`config.mk`:
```
export PLATFORM = sky130hd
export DESIGN_NAME = sdrc_req_split
export DESIGN_NICKNAME = d
export VERILOG_FILES = /design/src/rtl/sdrc_req_split.sv
export SDC_FILE = /design/constraint.sdc
export NUM_CORES = 1
export LEC_CHECK = 0
export CAP_MARGIN = 5
export CORE_AREA = 2 2 94 96
export CTS_CLUSTER_SIZE = 20
export DETAILED_ROUTE_END_ITERATION = 10
export DIE_AREA = 0 0 96 98
export GPL_TIMING_DRIVEN = 0
export PLACE_DENSITY = 0.8
export SKIP_LAST_GASP = 1
export SLEW_MARGIN = 0
export SYNTH_ARGS = -nofsm -noshare
export SYNTH_HDL_FRONTEND = slang
export SYNTH_SLANG_ARGS = --single-unit
```
`constraint.sdc`:
```
create_clock -name clk -period 6.02 [get_ports clk]
set_input_delay 1.204 -clock clk [delete_from_list [all_inputs] [get_ports clk]]
set_output_delay 1.204 -clock clk [all_outputs]
set_load 0.05 [all_outputs]
```
`src/rtl/sdrc_req_split.sv`:
```
// Request splitter / bank router: breaks one application burst into
// page-contained chunks and hands them to the bank FSMs over r2b/b2r.
module sdrc_req_split #(
   parameter int APP_AW = 26,
   parameter int REQ_BW = 8,
   parameter int ID_W   = 4
) (
   input  logic              clk,
   input  logic              reset_n,
   input  logic [1:0]        cfg_colbits,
   input  logic              app_req,
   input  logic [APP_AW-1:0] app_req_addr,
   input  logic [REQ_BW-1:0] app_req_len,
   input  logic              app_req_wr_n,
   input  logic              app_req_wrap,
   input  logic [ID_W-1:0]   app_req_id,
   input  logic              app_dma_last,
   output logic              app_req_ack,
   output logic              r2b_req,
   output logic [1:0]        r2b_ba,
   output logic [12:0]       r2b_raddr,
   output logic [12:0]       r2b_caddr,
   output logic [REQ_BW-1:0] r2b_len,
   output logic              r2b_write,
   output logic              r2b_start,
   output logic              r2b_last,
   output logic              r2b_wrap,
   output logic [ID_W-1:0]   r2b_req_id,
   output logic              r2b_dma_last,
   input  logic              b2r_ack
);

   typedef enum logic {IDLE, XFR} state_t;
   localparam int LW = (REQ_BW > 12) ? REQ_BW : 12;

   state_t              state_q, state_d;
   logic [APP_AW-1:0]   addr_q, addr_d;
   logic [REQ_BW-1:0]   rem_q, rem_d;
   logic                wr_n_q, wr_n_d;
   logic                wrap_q, wrap_d;
   logic [ID_W-1:0]     id_q, id_d;
   logic                dma_q, dma_d;
   logic [1:0]          colbits_q, colbits_d;
   logic                first_q, first_d;

   logic [3:0]          c;
   logic [APP_AW-1:0]   col;
   logic [1:0]          bank;
   logic [12:0]         row;
   logic [11:0]         page_rem;
   logic [REQ_BW-1:0]   chunk;
   logic                last;
   logic                xfr;

   // Address decode works off the column width latched at acceptance.
   always_comb begin
      c        = 4'd8 + {2'b00, colbits_q};
      col      = addr_q & ((APP_AW'(1) << c) - APP_AW'(1));
      bank     = 2'(addr_q >> c);
      row      = 13'(addr_q >> (c + 4'd2));
      page_rem = (12'd1 << c) - col[11:0];
      if (wrap_q || (LW'(rem_q) <= LW'(page_rem)))
         chunk = rem_q;
      else
         chunk = REQ_BW'(page_rem);
      last = (chunk == rem_q);
      xfr  = (state_q == XFR);
   end

   always_comb begin
      app_req_ack  = (state_q == IDLE) && app_req;
      r2b_req      = xfr;
      r2b_ba       = xfr ? bank : 2'd0;
      r2b_raddr    = xfr ? row : 13'd0;
      r2b_caddr    = xfr ? 13'(col) : 13'd0;
      r2b_len      = xfr ? chunk : '0;
      r2b_write    = xfr && !wr_n_q;
      r2b_start    = xfr && first_q;
      r2b_last     = xfr && last;
      r2b_wrap     = xfr && wrap_q;
      r2b_req_id   = xfr ? id_q : '0;
      r2b_dma_last = xfr && last && dma_q;
   end

   always_comb begin
      state_d   = state_q;
      addr_d    = addr_q;
      rem_d     = rem_q;
      wr_n_d    = wr_n_q;
      wrap_d    = wrap_q;
      id_d      = id_q;
      dma_d     = dma_q;
      colbits_d = colbits_q;
      first_d   = first_q;
      case (state_q)
         IDLE: begin
            if (app_req) begin
               addr_d    = app_req_addr;
               rem_d     = app_req_len;
               wr_n_d    = app_req_wr_n;
               wrap_d    = app_req_wrap;
               id_d      = app_req_id;
               dma_d     = app_dma_last;
               colbits_d = cfg_colbits;
               first_d   = 1'b1;
               // Zero-length bursts are acknowledged and dropped.
               if (app_req_len != '0) state_d = XFR;
            end
         end
         XFR: begin
            if (b2r_ack) begin
               addr_d  = addr_q + APP_AW'(chunk);
               rem_d   = rem_q - chunk;
               first_d = 1'b0;
               if (last) state_d = IDLE;
            end
         end
         default: state_d = IDLE;
      endcase
   end

   always_ff @(posedge clk) begin
      if (!reset_n) begin
         state_q   <= IDLE;
         addr_q    <= '0;
         rem_q     <= '0;
         wr_n_q    <= 1'b0;
         wrap_q    <= 1'b0;
         id_q      <= '0;
         dma_q     <= 1'b0;
         colbits_q <= 2'd0;
         first_q   <= 1'b0;
      end else begin
         state_q   <= state_d;
         addr_q    <= addr_d;
         rem_q     <= rem_d;
         wr_n_q    <= wr_n_d;
         wrap_q    <= wrap_d;
         id_q      <= id_d;
         dma_q     <= dma_d;
         colbits_q <= colbits_d;
         first_q   <= first_d;
      end
   end

endmodule
```
=== Yosys cells after proc, flatten, opt, wreduce, memory -nomap -nowiden ===
Cells that the tools add are included.

* Eq/ne operators: 3
* Reductions and logical operators: 11
* $add $sub $neg: 6
* Bitwise operators: 2
* Multiply operators: 0
* Multiplexer cells: 20
* Order comparisons: 1
* Div/mod/pow operators: 0
* Shifts and indexed selects: 4

{| class="wikitable"
|+ Operator list
! kind !! count
|-
| 26-bit 2-to-1 mux || 2
|-
| 26-bit one-hot mux with 2 select lines || 1
|-
| 8-bit 2-to-1 mux || 4
|-
| 26-bit by 8-bit adder with 26-bit output || 1
|-
| 13-bit 2-to-1 mux || 2
|-
| 26-bit by 4-bit >> shifter with 13-bit output || 1
|-
| 26-bit by 4-bit >> shifter with 2-bit output || 1
|-
| 8-bit one-hot mux with 2 select lines || 1
|-
| 13-bit bitwise AND || 1
|-
| 1-bit by 4-bit left shift with 13-bit output (first input constant) || 1
|-
| 13-bit by 1-bit subtractor with 13-bit output (second input constant) || 1
|-
| 8-bit by 12-bit <= comparator with 1-bit output || 1
|-
| 1-bit by 4-bit left shift with 12-bit output (first input constant) || 1
|-
| 12-bit subtractor || 1
|-
| 8-bit equality test || 1
|-
| 8-bit nonzero test || 1
|-
| 8-bit subtractor || 1
|-
| 1-bit logical AND || 6
|-
| 1-bit 2-to-1 mux || 6
|-
| 4-bit by 2-bit adder with 4-bit output (first input constant) || 1
|-
| 4-bit by 2-bit adder with 4-bit output (second input constant) || 1
|-
| 4-bit 2-to-1 mux || 1
|-
| 2-bit != test (second input constant) || 2
|-
| 1-bit one-hot mux with 2 select lines || 2
|-
| other kinds (5) || 6
|}

* Input port bits: 47
* Flip-flop bits (word level): 45
* RAM bits: 0
* Word-level logic and storage cells: 56
* Memory bits (read-only): 0
* Bits in latches: 0
* Output and inout port bits: 47
* Memories kept: 0

=== Longest topological paths before layout ===
* Depth after elaboration: 12
* Mapped depth: 24
* Gate-level depth less buffers: 22

=== Least setup slack after synthesis ===
Ideal clock, no wire load.

* Path kind: reg-to-output
* Start point: register addr_q[0]
* End point: output r2b_dma_last
* Stages on the path, launching flop included: 17
* Setup slack: 0.990 ns
* Arrival: 3.826 ns
* Path buffers: 1
* Data required time: 4.816 ns
* Path through: dfxtp_1 -> or3_1 -> or3_2 -> xor2_1 -> inv_1 -> ha_1 -> nand4_1 -> nor2_1 -> a2111oi_4 -> and3_2 -> buf_2 -> nand3_1 -> and2_1 -> ha_1 -> nand3_1 -> nor2_1 -> and4_1

* Cells in the longest elaborated chain, start to end: 8

{| class="wikitable"
|+ Ends and longest elaborated chain
! element !! RTL line !! source
|-
| from (decl) || 37 || <nowiki>logic [APP_AW-1:0] addr_q, addr_d;</nowiki>
|-
| from (signal assigned) || 135 || <nowiki>addr_q <= addr_d;</nowiki>
|-
| 13-bit bitwise AND (*) || 58 || <nowiki>col = addr_q & ((APP_AW'(1) << c) - APP_AW'(1));</nowiki>
|-
| 12-bit subtractor (*) || 61 || <nowiki>page_rem = (12'd1 << c) - col[11:0];</nowiki>
|-
| 8-bit by 12-bit <= comparator with 1-bit output || 62 || <nowiki>if (wrap_q || (LW'(rem_q) <= LW'(page_rem)))</nowiki>
|-
| 1-bit logical OR || 62 ||
|-
| 8-bit 2-to-1 mux (*) || 62 ||
|-
| 8-bit equality test (*) || 66 || <nowiki>last = (chunk == rem_q);</nowiki>
|-
| 1-bit logical AND (*) (2 in a row) || 82 || <nowiki>r2b_dma_last = xfr && last && dma_q;</nowiki>
|-
| to (decl) || 29 || <nowiki>output logic r2b_dma_last,</nowiki>
|}

Mark *: on every way between the ends. The rest lies on a longest branch, timed or not.

=== Worst setup path after layout ===
* Start point: register addr_q[0]
* End point: output r2b_last

* Cells in the longest elaborated chain, start to end: 7

{| class="wikitable"
|+ Ends and longest elaborated chain
! element !! RTL line !! source
|-
| 13-bit bitwise AND (*) || 58 ||
|-
| 12-bit subtractor (*) || 61 ||
|-
| 8-bit by 12-bit <= comparator with 1-bit output || 62 ||
|-
| 1-bit logical OR || 62 ||
|-
| 8-bit 2-to-1 mux (*) || 62 ||
|-
| 8-bit equality test (*) || 66 ||
|-
| 1-bit logical AND (*) || 79 || <nowiki>r2b_last = xfr && last;</nowiki>
|-
| to (decl) || 26 || <nowiki>output logic r2b_last,</nowiki>
|}

Marks and branches as above.

==> impl.org <==
** Place
- Pre-CTS setup slack :: -73.7 ps
- Once placement finished, the instance area stood at around 0.0053 sq mm.
- At the end of routability-driven placement, the weighted congestion stood at about 0.96.
- After legalization and detailed placement, the total HPWL measured 10.6 mm.
- Port buffering added slightly above 90 buffers.

** Clock network
- Worst-case clock buffer depth :: 2
- The number of clock buffers added by TritonCTS is 5.
- Clk slew on worst S/H paths :: roughly 90 ps
- In this run the number of H-tree levels came out at 2.
- Buffers added to address setup during post-CTS repair amount to 0.
- TritonCTS sink count :: 45
- The later pin in the worst-skew pair is clocked with a latency of between 300 and 400 ps.
- Clock tree from TritonCTS :: built
- In this run the clock root is driven by a clkbuf_8.

** Setup path
- Data arrives at the worst endpoint at roughly 4500 ps.
- STA classifies the critical path endpoint as a primary output.
- The worst setup path is of the reg -> out kind.
- Data on the critical path is required at its endpoint by just under 5000 ps.
- Maximum fanout encountered on the critical timing path :: 8
- STA classifies the critical path startpoint as a flop.

** Pwr
- Dividing total power by cell area gives a power density of approximately 240 mW/mm^2.
- Summed over all cells, the static leakage comes to between 2 and 2.5 nW.
- Worst voltage drop across the vdd grid :: 0.000164 V

** Yosys
- Yosys warns :: 0
- Counting flops with a built-in enable in the synthesized netlist gives 0.
- Synthesis produced a netlist whose cell count is roughly 540.
- Library cells used by synthesis :: a little under 70
- Counting flops with an async set or reset pin after synthesis yields a share of 0%.
- The share of the Yosys chip area taken by registers is roughly a fifth.
- Synthesis produced a netlist with a net count of 617.
- The synthesized netlist occupies a cell area of approximately 0.0042 sq mm.
- In this run the mean area of a mapped cell was between 7 and 8 sq um.
- Most instantiated flip-flop cell in the synthesis netlist :: dfxtp_1
- Counting flops and latches in the post-synthesis netlist gives 45.

** Floorplanning
- Floorplan Core Area :: about 0.0085 sq mm
- Top-Level Pins :: between 90 and 100
- Measured along the y axis, the die boundary spans approximately 98 microns.
- The die covers between 0.009 and 0.01 sq mm.
- Standard-cell row count :: 34
- Chip Width :: 96 microns
- The initial utilization of the core area, before any placement, comes to 50.1%.

** Finish
- Finished Cell Area :: around 0.0054 sq mm
- The number of antenna diodes in the final layout is 0.
- Layout net count :: around 700
- Of the cells placed in the final design, the portion with a size suffix greater than 1 is under 10%.
- Synthesis-to-layout area growth :: 27.1%

** STA
- At the pin with the least slew margin, the transition time is roughly 1100 ps.
- Setup repair after global routing missed its margin :: no
- The final max-slew violation count came to 0.
- Final setup vio count :: 0
- The number of endpoints with negative hold slack in the final report was 0.
- Setup slack on the critical path of the routed design comes to 285 ps.
- Slew HR :: approximately a quarter
- The worst path uses 95.3% of the clock period.
- Between clock sinks in the finished design, the worst skew comes to 12.8 ps.
- Final period demand of the worst path :: 5740 ps
- Adding up every negative setup slack in the final design gives 0 ps.
- Max frequency :: about 0.17 GHz

** Hold path
- Worst hold-check path type :: reg -> reg

** Drt
- In the routed design, unresolved DRC markers number 0.
- Summed over all layers, the routed wires come to 13.9 mm.
- Number of detailed-routing iterations run before antenna repair :: 5
- DR vias :: 4,661
- The count of nets left with antenna violations once routing finished came out at 0.
- Drt initial violations :: 345
- Dividing the detail-routed via count by the number of cells gives around 6.2.
- Wire length per cell :: around 19 microns

** GRT
- Via count of the first global-routing pass :: 4,309
- The number of antenna violations at the first check in global routing is 0.
- Sum of overflow across all layers after global routing :: 0
- Total Routing Usage GR :: between 20% and 30%
- First-pass GRT wire length :: ~22 mm
- Entering global routing, the biggest net connects 14 pins.

** Run status
- The run finished with clean final reports.

** Job
- Number of maximum-capacitance constraint violations :: 0
final cells by class:
class | instances | area [sq um]
Inverter | 28 | 105
Clock buffer | 6 | 82.6
Multi-Input combinational cell | 432 | 3100
Tap cell | 108 | 135
Sequential cell | 45 | 901
Clock inverter | 1 | 7.51
Fill cell | 826 | 3080
Buffer | 37 | 156
Timing Repair Buffer | 91 | 906
cells by family after synthesis:
group                    Yosys count  share of synthesized area [%]
XOR/XNOR                          12                           2.48
adder cells (fa/ha/maj)           28                           8.62
AO/OA/AOI/OAI                    143                           23.2
buffers and inverters             65                           6.11
flip-flops                        45                           21.2
other                              1                         0.0884
multiplexers                      20                           9.15
AND/OR/NAND/NOR                  228                           29.2
cell usage in the layout, fill, tap and decap left out, types with 4 or more instances in the layout:
cell             count
dfxtp_1             45
xor2_1               5
nand3_1             21
clkdlybuf4s50_1     89
a21oi_1             29
nor4_1               8
buf_2                4
a21boi_0            12
a211oi_1            16
nor2_1              18
o21ai_0             32
a22oi_1              4
o211ai_1             4
and3_1              10
nand2b_1             6
xnor2_1              6
mux2i_1              5
nand4_1              6
o221ai_1             8
nand2_1             66
and4_1               5
ha_1                26
clkbuf_8             6
nor3_1              18
buf_1                5
o211a_1              5
nor2b_1              9
inv_1               27
a311oi_1             5
clkbuf_1            25
and2_1              37
mux4_2              15
report_power, final:
group	internal, W	total (W)	switching (W)
Combinational	0.000299	0.000730	0.000431
Clock	0.0000911	0.000203	0.000112
Sequential	0.000331	0.000383	0.0000516
state kept, by name, indices dropped and copies added, names as in the netlist:
signal and cells:
addr_q 26, colbits_q 2, dma_q 1, first_q 1, id_q 4, r2b_req 1
rem_q 8, wr_n_q 1, wrap_q 1
synthesized netlist by cell type, drive strengths merged, types with 3 or more instances:
cell / instances / area (sq um)
inv: 28 / 105
a21oi: 29 / 145
a211oi: 16 / 120
o211a: 5 / 50.1
a22oi: 4 / 30.0
nor4: 10 / 75.1
and3: 11 / 70.1
mux2i: 5 / 50.1
dfxtp: 45 / 901
a221oi: 3 / 26.3
nor3: 18 / 90.1
nand3: 22 / 115
o21a: 3 / 22.5
mux4: 15 / 338
o211ai: 4 / 30.0
o31ai: 3 / 22.5
nand2: 66 / 248
nand4: 6 / 37.5
ha: 26 / 325
o221ai: 8 / 70.1
and2: 38 / 239
buf: 12 / 60.1
nor2: 19 / 71.3
xnor2: 7 / 61.3
a21o: 3 / 22.5
nand2b: 6 / 37.5
a311oi: 5 / 43.8
a21boi: 12 / 90.1
clkbuf: 25 / 93.8
o21ai: 34 / 170
nor2b: 9 / 56.3
xor2: 5 / 43.8
nor3b: 3 / 22.5
or3: 3 / 25.0
and4: 5 / 43.8
repair_timing:
item / CTS / global route
gates cloned: 0 / 0
setup endpoints to repair: 2 / 5
hold buffers: 0 / 0
gates resized for setup: 7 / 11
routing by layer:
layer | GRT usage [%] | vias up | share of wire (%)
li1 | - | 2198 | -
met1 | 39.7 | 2220 | 43
met2 | 48.7 | 215 | 48
met3 | 3.86 | 28 | 6.8
met4 | 10.7 | 0 | 2.9
met5 | 0 | - | 0
critical path: stages, from the launching register on:
cell       delay, ps
dfxtp_1          390
or3_4            450
or3_2            430
xor2_1           190
inv_1             70
ha_1             290
nand4_1           90
nor2_1            90
a2111oi_4        310
and3_2           230
buf_2            190
nand3_1          140
and2_1           220
ha_1             360
nand3_1          150
nor2_2           160
and3_1           210
clkbuf_4         240
worst paths after layout:
kind                end  cells past startpoint       from  slack (ps)
min             id_q[3]                      2    id_q[3]         470
min reg2reg     id_q[3]                      2    id_q[3]         470
max            r2b_last                     17  addr_q[0]         280
max reg2reg  addr_q[18]                     22  addr_q[0]         500
per-stage QoR:
stage	hold WS, ps	power (W)	util [%]	instances
5_1_grt	500	0.00141	63.7	748
2_1_floorplan	439	0.000889	-	542
6_report	466	0.00132	63.7	748
3_3_place_gp	446	0.00109	62.4	741
4_1_cts	471	0.00130	63.6	748
3_5_place_dp	458	0.00110	62.4	741
No activity file was read; power rests on OpenSTA's default activity.
